<file path="src/rtl/bus_arbiter_2to1.sv">
// ---------------------------------------------------------------------------
// bus_arbiter_2to1
// Two masters share one req/ack/resp slave port. One eligible master is
// granted per cycle (round-robin or fixed m0 priority) and its request is
// forwarded combinationally. The ID of every accepted read is queued in an
// in-order routing FIFO, and each slave read response goes to the master
// at the FIFO head.
//
// Parameters:
//   ARB_MODE  "RR" round-robin, "FIXED" m0 always wins ties
//   RD_DEPTH  maximum outstanding reads (1..16)
// Ports:
//   clk_i, rst_i               clock, synchronous active-low reset
//   mN_req_i/we_i/addr_bi/be_bi/wdata_bi   master N request
//   mN_ack_o                   master N request accepted this cycle
//   mN_resp_o, mN_rdata_bo     master N read response
//   s_req_o/we_o/addr_bo/be_bo/wdata_bo    slave request (granted master)
//   s_ack_i, s_resp_i, s_rdata_bi          slave handshake / response
//   err_o                      sticky: response arrived with nothing queued
// ---------------------------------------------------------------------------
module bus_arbiter_2to1 #(
    parameter string ARB_MODE = "RR",
    parameter int    RD_DEPTH = 4
) (
    input  logic        clk_i,
    input  logic        rst_i,
    input  logic        m0_req_i,
    input  logic        m0_we_i,
    input  logic [31:0] m0_addr_bi,
    input  logic [3:0]  m0_be_bi,
    input  logic [31:0] m0_wdata_bi,
    output logic        m0_ack_o,
    output logic        m0_resp_o,
    output logic [31:0] m0_rdata_bo,
    input  logic        m1_req_i,
    input  logic        m1_we_i,
    input  logic [31:0] m1_addr_bi,
    input  logic [3:0]  m1_be_bi,
    input  logic [31:0] m1_wdata_bi,
    output logic        m1_ack_o,
    output logic        m1_resp_o,
    output logic [31:0] m1_rdata_bo,
    output logic        s_req_o,
    output logic        s_we_o,
    output logic [31:0] s_addr_bo,
    output logic [3:0]  s_be_bo,
    output logic [31:0] s_wdata_bo,
    input  logic        s_ack_i,
    input  logic        s_resp_i,
    input  logic [31:0] s_rdata_bi,
    output logic        err_o
);

    localparam int CW = $clog2(RD_DEPTH + 1);
    localparam int PW = (RD_DEPTH > 1) ? $clog2(RD_DEPTH) : 1;
    localparam logic [CW-1:0] DEPTH_C  = CW'(RD_DEPTH);
    localparam logic [PW-1:0] LAST_PTR = PW'(RD_DEPTH - 1);
    localparam bit FIXED_PRI = (ARB_MODE == "FIXED");

    logic [CW-1:0] count;
    logic [PW-1:0] wr_ptr, rd_ptr;
    logic          id_mem [RD_DEPTH];
    logic          last_grant;
    logic          err_q;

    logic room, elig0, elig1, gnt0, gnt1;
    logic accept, push, pop, head;

    // Fullness is judged on the count at the start of the cycle, so a pop
    // in the same cycle never unblocks a stalled read.
    assign room  = (count < DEPTH_C);
    assign elig0 = m0_req_i & (m0_we_i | room);
    assign elig1 = m1_req_i & (m1_we_i | room);

    // m0 wins when alone, under fixed priority, or when m1 had the last grant.
    assign gnt0 = elig0 & (~elig1 | FIXED_PRI | last_grant);
    assign gnt1 = elig1 & ~gnt0;

    always_comb begin
        s_req_o    = gnt0 | gnt1;
        s_we_o     = m0_we_i;
        s_addr_bo  = m0_addr_bi;
        s_be_bo    = m0_be_bi;
        s_wdata_bo = m0_wdata_bi;
        if (gnt1) begin
            s_we_o     = m1_we_i;
            s_addr_bo  = m1_addr_bi;
            s_be_bo    = m1_be_bi;
            s_wdata_bo = m1_wdata_bi;
        end
    end

    assign m0_ack_o = gnt0 & s_ack_i;
    assign m1_ack_o = gnt1 & s_ack_i;

    assign accept = s_req_o & s_ack_i;
    assign push   = accept & ~s_we_o;
    assign pop    = s_resp_i & (count != '0);
    assign head   = id_mem[rd_ptr];

    assign m0_resp_o   = pop & ~head;
    assign m1_resp_o   = pop & head;
    assign m0_rdata_bo = s_rdata_bi;
    assign m1_rdata_bo = s_rdata_bi;
    assign err_o       = err_q;

    // ID storage carries no reset; only entries between the pointers matter.
    always_ff @(posedge clk_i) begin
        if (push)
            id_mem[wr_ptr] <= gnt1;
    end

    always_ff @(posedge clk_i) begin
        if (!rst_i) begin
            count      <= '0;
            wr_ptr     <= '0;
            rd_ptr     <= '0;
            last_grant <= 1'b1;
            err_q      <= 1'b0;
        end else begin
            if (accept)
                last_grant <= gnt1;
            if (push)
                wr_ptr <= (wr_ptr == LAST_PTR) ? '0 : wr_ptr + 1'b1;
            if (pop)
                rd_ptr <= (rd_ptr == LAST_PTR) ? '0 : rd_ptr + 1'b1;
            case ({push, pop})
                2'b10:   count <= count + 1'b1;
                2'b01:   count <= count - 1'b1;
                default: count <= count;
            endcase
            if (s_resp_i && count == '0)
                err_q <= 1'b1;
        end
    end

endmodule

</file>
<file path="config.mk">
export PLATFORM = sky130hd
export DESIGN_NAME = bus_arbiter_2to1
export DESIGN_NICKNAME = d
export VERILOG_FILES = /design/src/rtl/bus_arbiter_2to1.sv
export SDC_FILE = /design/constraint.sdc
export NUM_CORES = 1
export LEC_CHECK = 0
export ABC_AREA = 1
export CORE_AREA = 2 2 122 124
export DETAILED_ROUTE_END_ITERATION = 12
export DIE_AREA = 0 0 124 126
export PLACE_DENSITY = 0.57
export SLEW_MARGIN = 20
export SYNTH_ARGS = -nofsm -noshare
export SYNTH_HDL_FRONTEND = slang
export SYNTH_SLANG_ARGS = --single-unit
export TNS_END_PERCENT = 5
</file>
<file path="constraint.sdc">
create_clock -name clk_i -period 2.4 [get_ports clk_i]
set_input_delay 0.36 -clock clk_i [delete_from_list [all_inputs] [get_ports clk_i]]
set_output_delay 0.36 -clock clk_i [all_outputs]
set_load 0.005 [all_outputs]
</file>
==> results.cfg, run 1 <==
[status]
status = finished clean

[timing]
layout_setup_ws_ns = 0.110
fmax_mhz = 437
setup_violations = 0
fin_crit_sh_pct = 95.4
period_needed_ns = 2.29
clock_skew_ns = 0.00142
slew_viol_final = 0
finalHoldViolations = 0
rsz0062_at_grt = true
slew_headroom_pct = 74.8
tightestPinTransition_ns = 0.376

[worst_setup_path]
crit_family = buffers and inverters
max_stage_delay_ns = 0.49
startpoint = m0_we_i
worstSetupPathType = input port to primary output
worstPathCellList = dlygate4sd2_1, inv_1, nand2_1, nand2_2, o21ai_4, buf_8, buf_16, nand2_1, nand2_1, clkdlybuf4s50_1
start_kind = input port
r2r-start = count[2]$_SDFFE_PN0P_
path_common_cell = nand2_1
crit_buf_inv = 5
reg2reg_to = count[2]$_SDFFE_PN0P_
critical_path.max_fanout = 20
reg2regPathDepth = 14
critPathCaptureType = primary output
cp.depth = 10
worstPathRequired_ns = 2.04
critPathArrivalTime_ns = 1.93
endpoint = s_addr_bo[22]
critPathSlowestCell = clkdlybuf4s50_1
reg2reg_slack_ns = 0.23

[yosys]
yosysTopAreaCell = nand2_1
async_reset_ff_share_pct = 0
synth.top_cells.by_count = nand2_1 (219), buf_4 (66), inv_1 (21)
synth_edf_count = 4
syn_inst = 381
synth_fp_nets = 564
yosys_warnings = 0
yosys-top-cells-area = nand2_1 (39%), buf_4 (24%), dfxtp_1 (10%)
avgSynthCellArea_sq_um = 5.53
ys_types = 23
yosysTopAreaCellShare_pct = 39.0
synth_most_common_cell = nand2_1
synthFlopType = dfxtp_1
syn_area_sq_um = 2110
synth-seq-area-share_pct = 16.1
synth-seq-cells = 15

[hold_path]
hold_class = flip-flop to flip-flop
hold_depth = 1

[clocking]
path_clk_slew_ns = 0.05
htreeDepth = 1
numCtsBuffers = 3
cts_tree = built
worstSkewPairLatency_ns = 0.24
numClockSinks = 15
cts-root-buf = clkbuf_16
clk_path_buf_depth = 2

[final_layout]
layout.nets = 729
antennaDiodeCount = 0
nFillCells = 1609
drive_above_1_share_pct = 6.24
final_area_sq_um = 4290
area.growth.synth_to_final_pct = 104

[detailed_routing]
ant_nets = 0
drt_first_pass_iters = 4
route.vias.total = 2722
wire_per_inst_um = 12.3
drt_iter0_drc = 55
vias_per_cell = 3.73
postRouteWirelength_mm = 8.93
drc = 0

[placement]
numPortBuffers = 218
dp_slack_ns = -0.318
place_area_sq_um = 4140
dp_hpwl_mm = 7.24
place.gp.congestion = 0.725

[die]
die_w_um = 124
die-area_sq_um = 15600
core_region_area_sq_um = 14300
ios = 315
die-height_um = 126
num_rows = 44
start_util_pct = 14.7

[flow_run]
maxCapViolCount = 0

[power_and_ir_drop]
ir_drop_mv = 0.212
p_per_area_nw_per_um2 = 470
p_leak_nw = 2.13

[global_route]
grt_pass1_wl_mm = 13.2
grt_max_degree = 44
antenna_found_initial = 0
grt_pass1_vias = 2654
grt_usage_pct = 10.8
gr-total-overflow = 0
[worst min path at each step]
stage,start,end,slack (ns)
after CTS,err_o$_SDFFE_PN0P_,err_o$_SDFFE_PN0P_,0.47
after global placement,err_o$_SDFFE_PN0P_,err_o$_SDFFE_PN0P_,0.45
after floorplan,count[0]$_SDFFE_PN0P_,count[0]$_SDFFE_PN0P_,0.44
after global routing,err_o$_SDFFE_PN0P_,err_o$_SDFFE_PN0P_,0.50
after detailed placement,err_o$_SDFFE_PN0P_,err_o$_SDFFE_PN0P_,0.46
final,err_o$_SDFFE_PN0P_,err_o$_SDFFE_PN0P_,0.46
[cells by family (layout without fill, tap and decap cells)]
group	after synthesis	count (layout)	share of synthesized area, %
AND/OR/NAND/NOR	238	238	42.9
buffers and inverters	102	266	30.6
AO/OA/AOI/OAI	19	19	5.88
flip-flops	15	15	16.1
adder cells (fa/ha/maj)	7	7	4.51
[per-layer routing]
metal	up-vias	share of wire, %	track usage (%)
met3	26	10	3.58
met5	-	0	0
li1	1413	-	-
met2	151	49	18.7
met4	0	2.2	2.97
met1	1132	38	12.5
[cells in the final DEF, fill, tap and decap left out, drive strengths merged]
| cell | count |
|---|---|
| a21boi | 1 |
| a21oi | 6 |
| a31oi | 1 |
| a32oi | 1 |
| buf | 21 |
| clkbuf | 4 |
| clkdlybuf4s50 | 170 |
| dfxtp | 11 |
| dlygate4sd2 | 42 |
| dlymetal6s2s | 6 |
| edfxtp | 4 |
| fa | 1 |
| ha | 6 |
| inv | 23 |
| nand2 | 219 |
| nand3 | 3 |
| nor2 | 15 |
| nor4 | 1 |
| o211a | 1 |
| o211ai | 1 |
| o21a | 1 |
| o21ai | 7 |
[stage by stage]
| stage | cells | power (mW) | hold slack [ns] | setup TNS, ns | utilization (%) |
|---|---|---|---|---|---|
| 6_report | 729 | 2.02 | 0.460 | 0 | 30.0 |
| 5_1_grt | 729 | 2.23 | 0.496 | -0.0175 | 30.0 |
| 4_1_cts | 729 | 2.04 | 0.468 | 0 | 29.7 |
| 3_5_place_dp | 722 | 1.71 | 0.456 | -14.35 | 28.9 |
| 3_3_place_gp | 722 | 1.70 | 0.451 | -13.71 | 28.9 |
| 2_1_floorplan | 381 | 0.957 | 0.443 | 0 | - |
[cell type report]
| cell class | count | area [sq um] | share of cell area (%) |
|---|---|---|---|
| repair buffers | 239 | 2410 | 56.1 |
| multi-input cells | 264 | 1150 | 26.8 |
| flip-flops and latches | 15 | 342 | 7.96 |
| well taps | 184 | 230 | 5.36 |
| inverters | 23 | 86.3 | 2.01 |
| clock buffers | 4 | 78.8 | 1.84 |
[report_power, final]
group	total, mW	switching (mW)	internal, mW
combinational	1.33	0.568	0.761
clock	0.319	0.0946	0.224
sequential	0.370	0.0427	0.328
total	2.02	0.706	1.31
[timing repair]
item	in CTS	in global routing
buffers inserted	1	0
pin swaps	1	1
hold buffers	0	0
cloned	2	0
resized for setup	51	15
endpoints found under the setup margin	71	33
Note: power is estimated with default switching activity, not from simulation.
==> inputs of run 2 (changes only) <==
--- a/config.mk
+++ b/config.mk
@@ -6,10 +6,11 @@
 export NUM_CORES = 1
 export LEC_CHECK = 0
 export ABC_AREA = 1
-export CORE_AREA = 2 2 122 124
+export CORE_AREA = 2 2 124 126
 export DETAILED_ROUTE_END_ITERATION = 12
-export DIE_AREA = 0 0 124 126
-export PLACE_DENSITY = 0.57
+export DIE_AREA = 0 0 126 128
+export DONT_BUFFER_PORTS = 1
+export PLACE_DENSITY = 0.3
 export SLEW_MARGIN = 20
 export SYNTH_ARGS = -nofsm -noshare
 export SYNTH_HDL_FRONTEND = slang
==> run 2 against run 1 <==
Wire length decreased by 21%. Count of clock-buffer cells in the layout unchanged. Sequential power about the same.
==> results.cfg, run 2 (same netlist as run 1, synthesis figures left out) <==
[worst_setup_path]
critical_path.max_fanout = 9
critPathSlowestCell = dfxtp_1
critPathArrivalTime_ns = 2.30
worstPathRequired_ns = 2.53
crit_family = compound AO/OA/AOI/OAI gates
start_kind = flip-flop
path_common_cell = nand2_1
critPathCaptureType = flip-flop
max_stage_delay_ns = 0.40
crit_buf_inv = 2
worstSetupPathType = flip-flop to flip-flop
worstPathCellList = nand2_1, nand2_1, inv_2, o21ai_4, nand2_1, nand3_4, ha_1, inv_1, fa_1, a21oi_1, o21ai_0, o21ai_0, a21oi_1

[clocking]
clk_path_buf_depth = 2
cts_setup_buffers = 0
cts-root-buf = clkbuf_16
htreeDepth = 1
worstSkewPairLatency_ns = 0.24
numCtsBuffers = 3
path_clk_slew_ns = 0.05
cts_tree = built
numClockSinks = 15

[placement]
place_area_sq_um = 1820
numPortBuffers = 0
place.gp.congestion = 0.712
dp_hpwl_mm = 6.13
dp.cells = 493

[hold_path]
hold_class = input port to flip-flop

[timing]
rsz0062_at_grt = false
finalHoldViolations = 0
slew_headroom_pct = 68.2
setup_violations = 0
clock_skew_ns = 0.00581
tightestPinTransition_ns = 0.477
slew_viol_final = 0
fmax_mhz = 460
final.setup.tns_ns = 0
period_needed_ns = 2.17
fin_crit_sh_pct = 90.6

[die]
die-area_sq_um = 16100
die-height_um = 128
core_region_area_sq_um = 14900
num_rows = 45
start_util_pct = 14.2
die_w_um = 126
ios = 315

[power_and_ir_drop]
p_per_area_nw_per_um2 = 705
p_leak_nw = 1.03
total_power_mw = 1.35
ir_drop_mv = 0.194

[flow_run]
maxCapViolCount = 0

[final_layout]
area.growth.synth_to_final_pct = -9.38
layout.nets = 493
final_core_util_pct = 12.9
multi_input_area_sq_um = 1130
drive_above_1_share_pct = 3.24
antennaDiodeCount = 0
layout_commonest_cell = nand2_1
final_area_sq_um = 1910
final_cells = 497
seqCellArea_sq_um = 340
final_cell_mix = nand2_1 (219), inv_1 (21), nor2_1 (15)
nFillCells = 1761

[global_route]
grt_usage_pct = 7.71
grt_pass1_vias = 1657
gr-total-overflow = 0
grt_pass1_wl_mm = 9.52
antenna_found_initial = 0
grt_max_degree = 73

[detailed_routing]
wire_per_inst_um = 14.3
drc = 0
postRouteWirelength_mm = 7.09
route.vias.total = 1881
vias_per_cell = 3.78
ant_nets = 0
drt_first_pass_iters = 4
drt_iter0_drc = 85

[status]
status = finished clean
[run 2: changes by cell type in the layout (fill, tap and decap cells not counted), sizes merged]
cell / before / now
clkdlybuf4s50: 170 / 0
dlygate4sd2: 42 / 0
buf: 21 / 3
dlymetal6s2s: 6 / 0
[run 2: metal layers]
metal,vias up,global-route usage [%],wire length (um)
li1,934,-,-
met3,4,2.17,604
met4,0,2.07,70
met2,141,14.0,3760
met1,802,8.88,2660
met5,-,0,0
[run 2: final timing paths]
path                                       startpoint                 endpoint  slack (ns)  cells past startpoint
worst max register to register  count[2]$_SDFFE_PN0P_    count[2]$_SDFFE_PN0P_        0.23                     13
worst min-delay path                            rst_i  last_grant$_SDFFE_PN1P_        0.23                      1
worst min register to register  count[0]$_SDFFE_PN0P_    count[0]$_SDFFE_PN0P_        0.48                      1
worst max-delay path            count[2]$_SDFFE_PN0P_    count[2]$_SDFFE_PN0P_        0.23                     13
[run 2: repair_timing]
| action | 4_1_cts | 5_1_grt |
|---|---|---|
| resized for setup | 0 | 2 |
| setup endpoints to repair | 0 | 3 |
| hold buffers | 0 | 0 |
[run 2: area by class of cell]
type | count | area share (%)
multi-input combinational | 264 | 59.2
sequential | 15 | 17.8
tap | 188 | 12.3
inverter | 23 | 4.52
clock buffer | 4 | 4.13
timing repair buffer | 3 | 2.03
[run 2: power breakdown]
group	switching [mW]	internal, mW
Sequential	0.0439	0.326
Clock	0.0981	0.225
Combinational	0.454	0.200
[run 2: through the flow]
step	hold WS (ns)	setup slack [ns]
after detailed placement	0.472	0.222
final	0.227	0.225
after global routing	0.226	0.0184
after global placement	0.464	0.223
after CTS	0.228	0.0671
after floorplan	0.443	0.340
==> inputs of run 3 (changes only) <==
--- a/config.mk
+++ b/config.mk
@@ -6,6 +6,7 @@
 export NUM_CORES = 1
 export LEC_CHECK = 0
 export ABC_AREA = 1
+export CAP_MARGIN = 20
 export CORE_AREA = 2 2 124 126
 export DETAILED_ROUTE_END_ITERATION = 12
 export DIE_AREA = 0 0 126 128
==> results of run 3 <==
Final layout, timing and power as in run 2 (identical DEF).
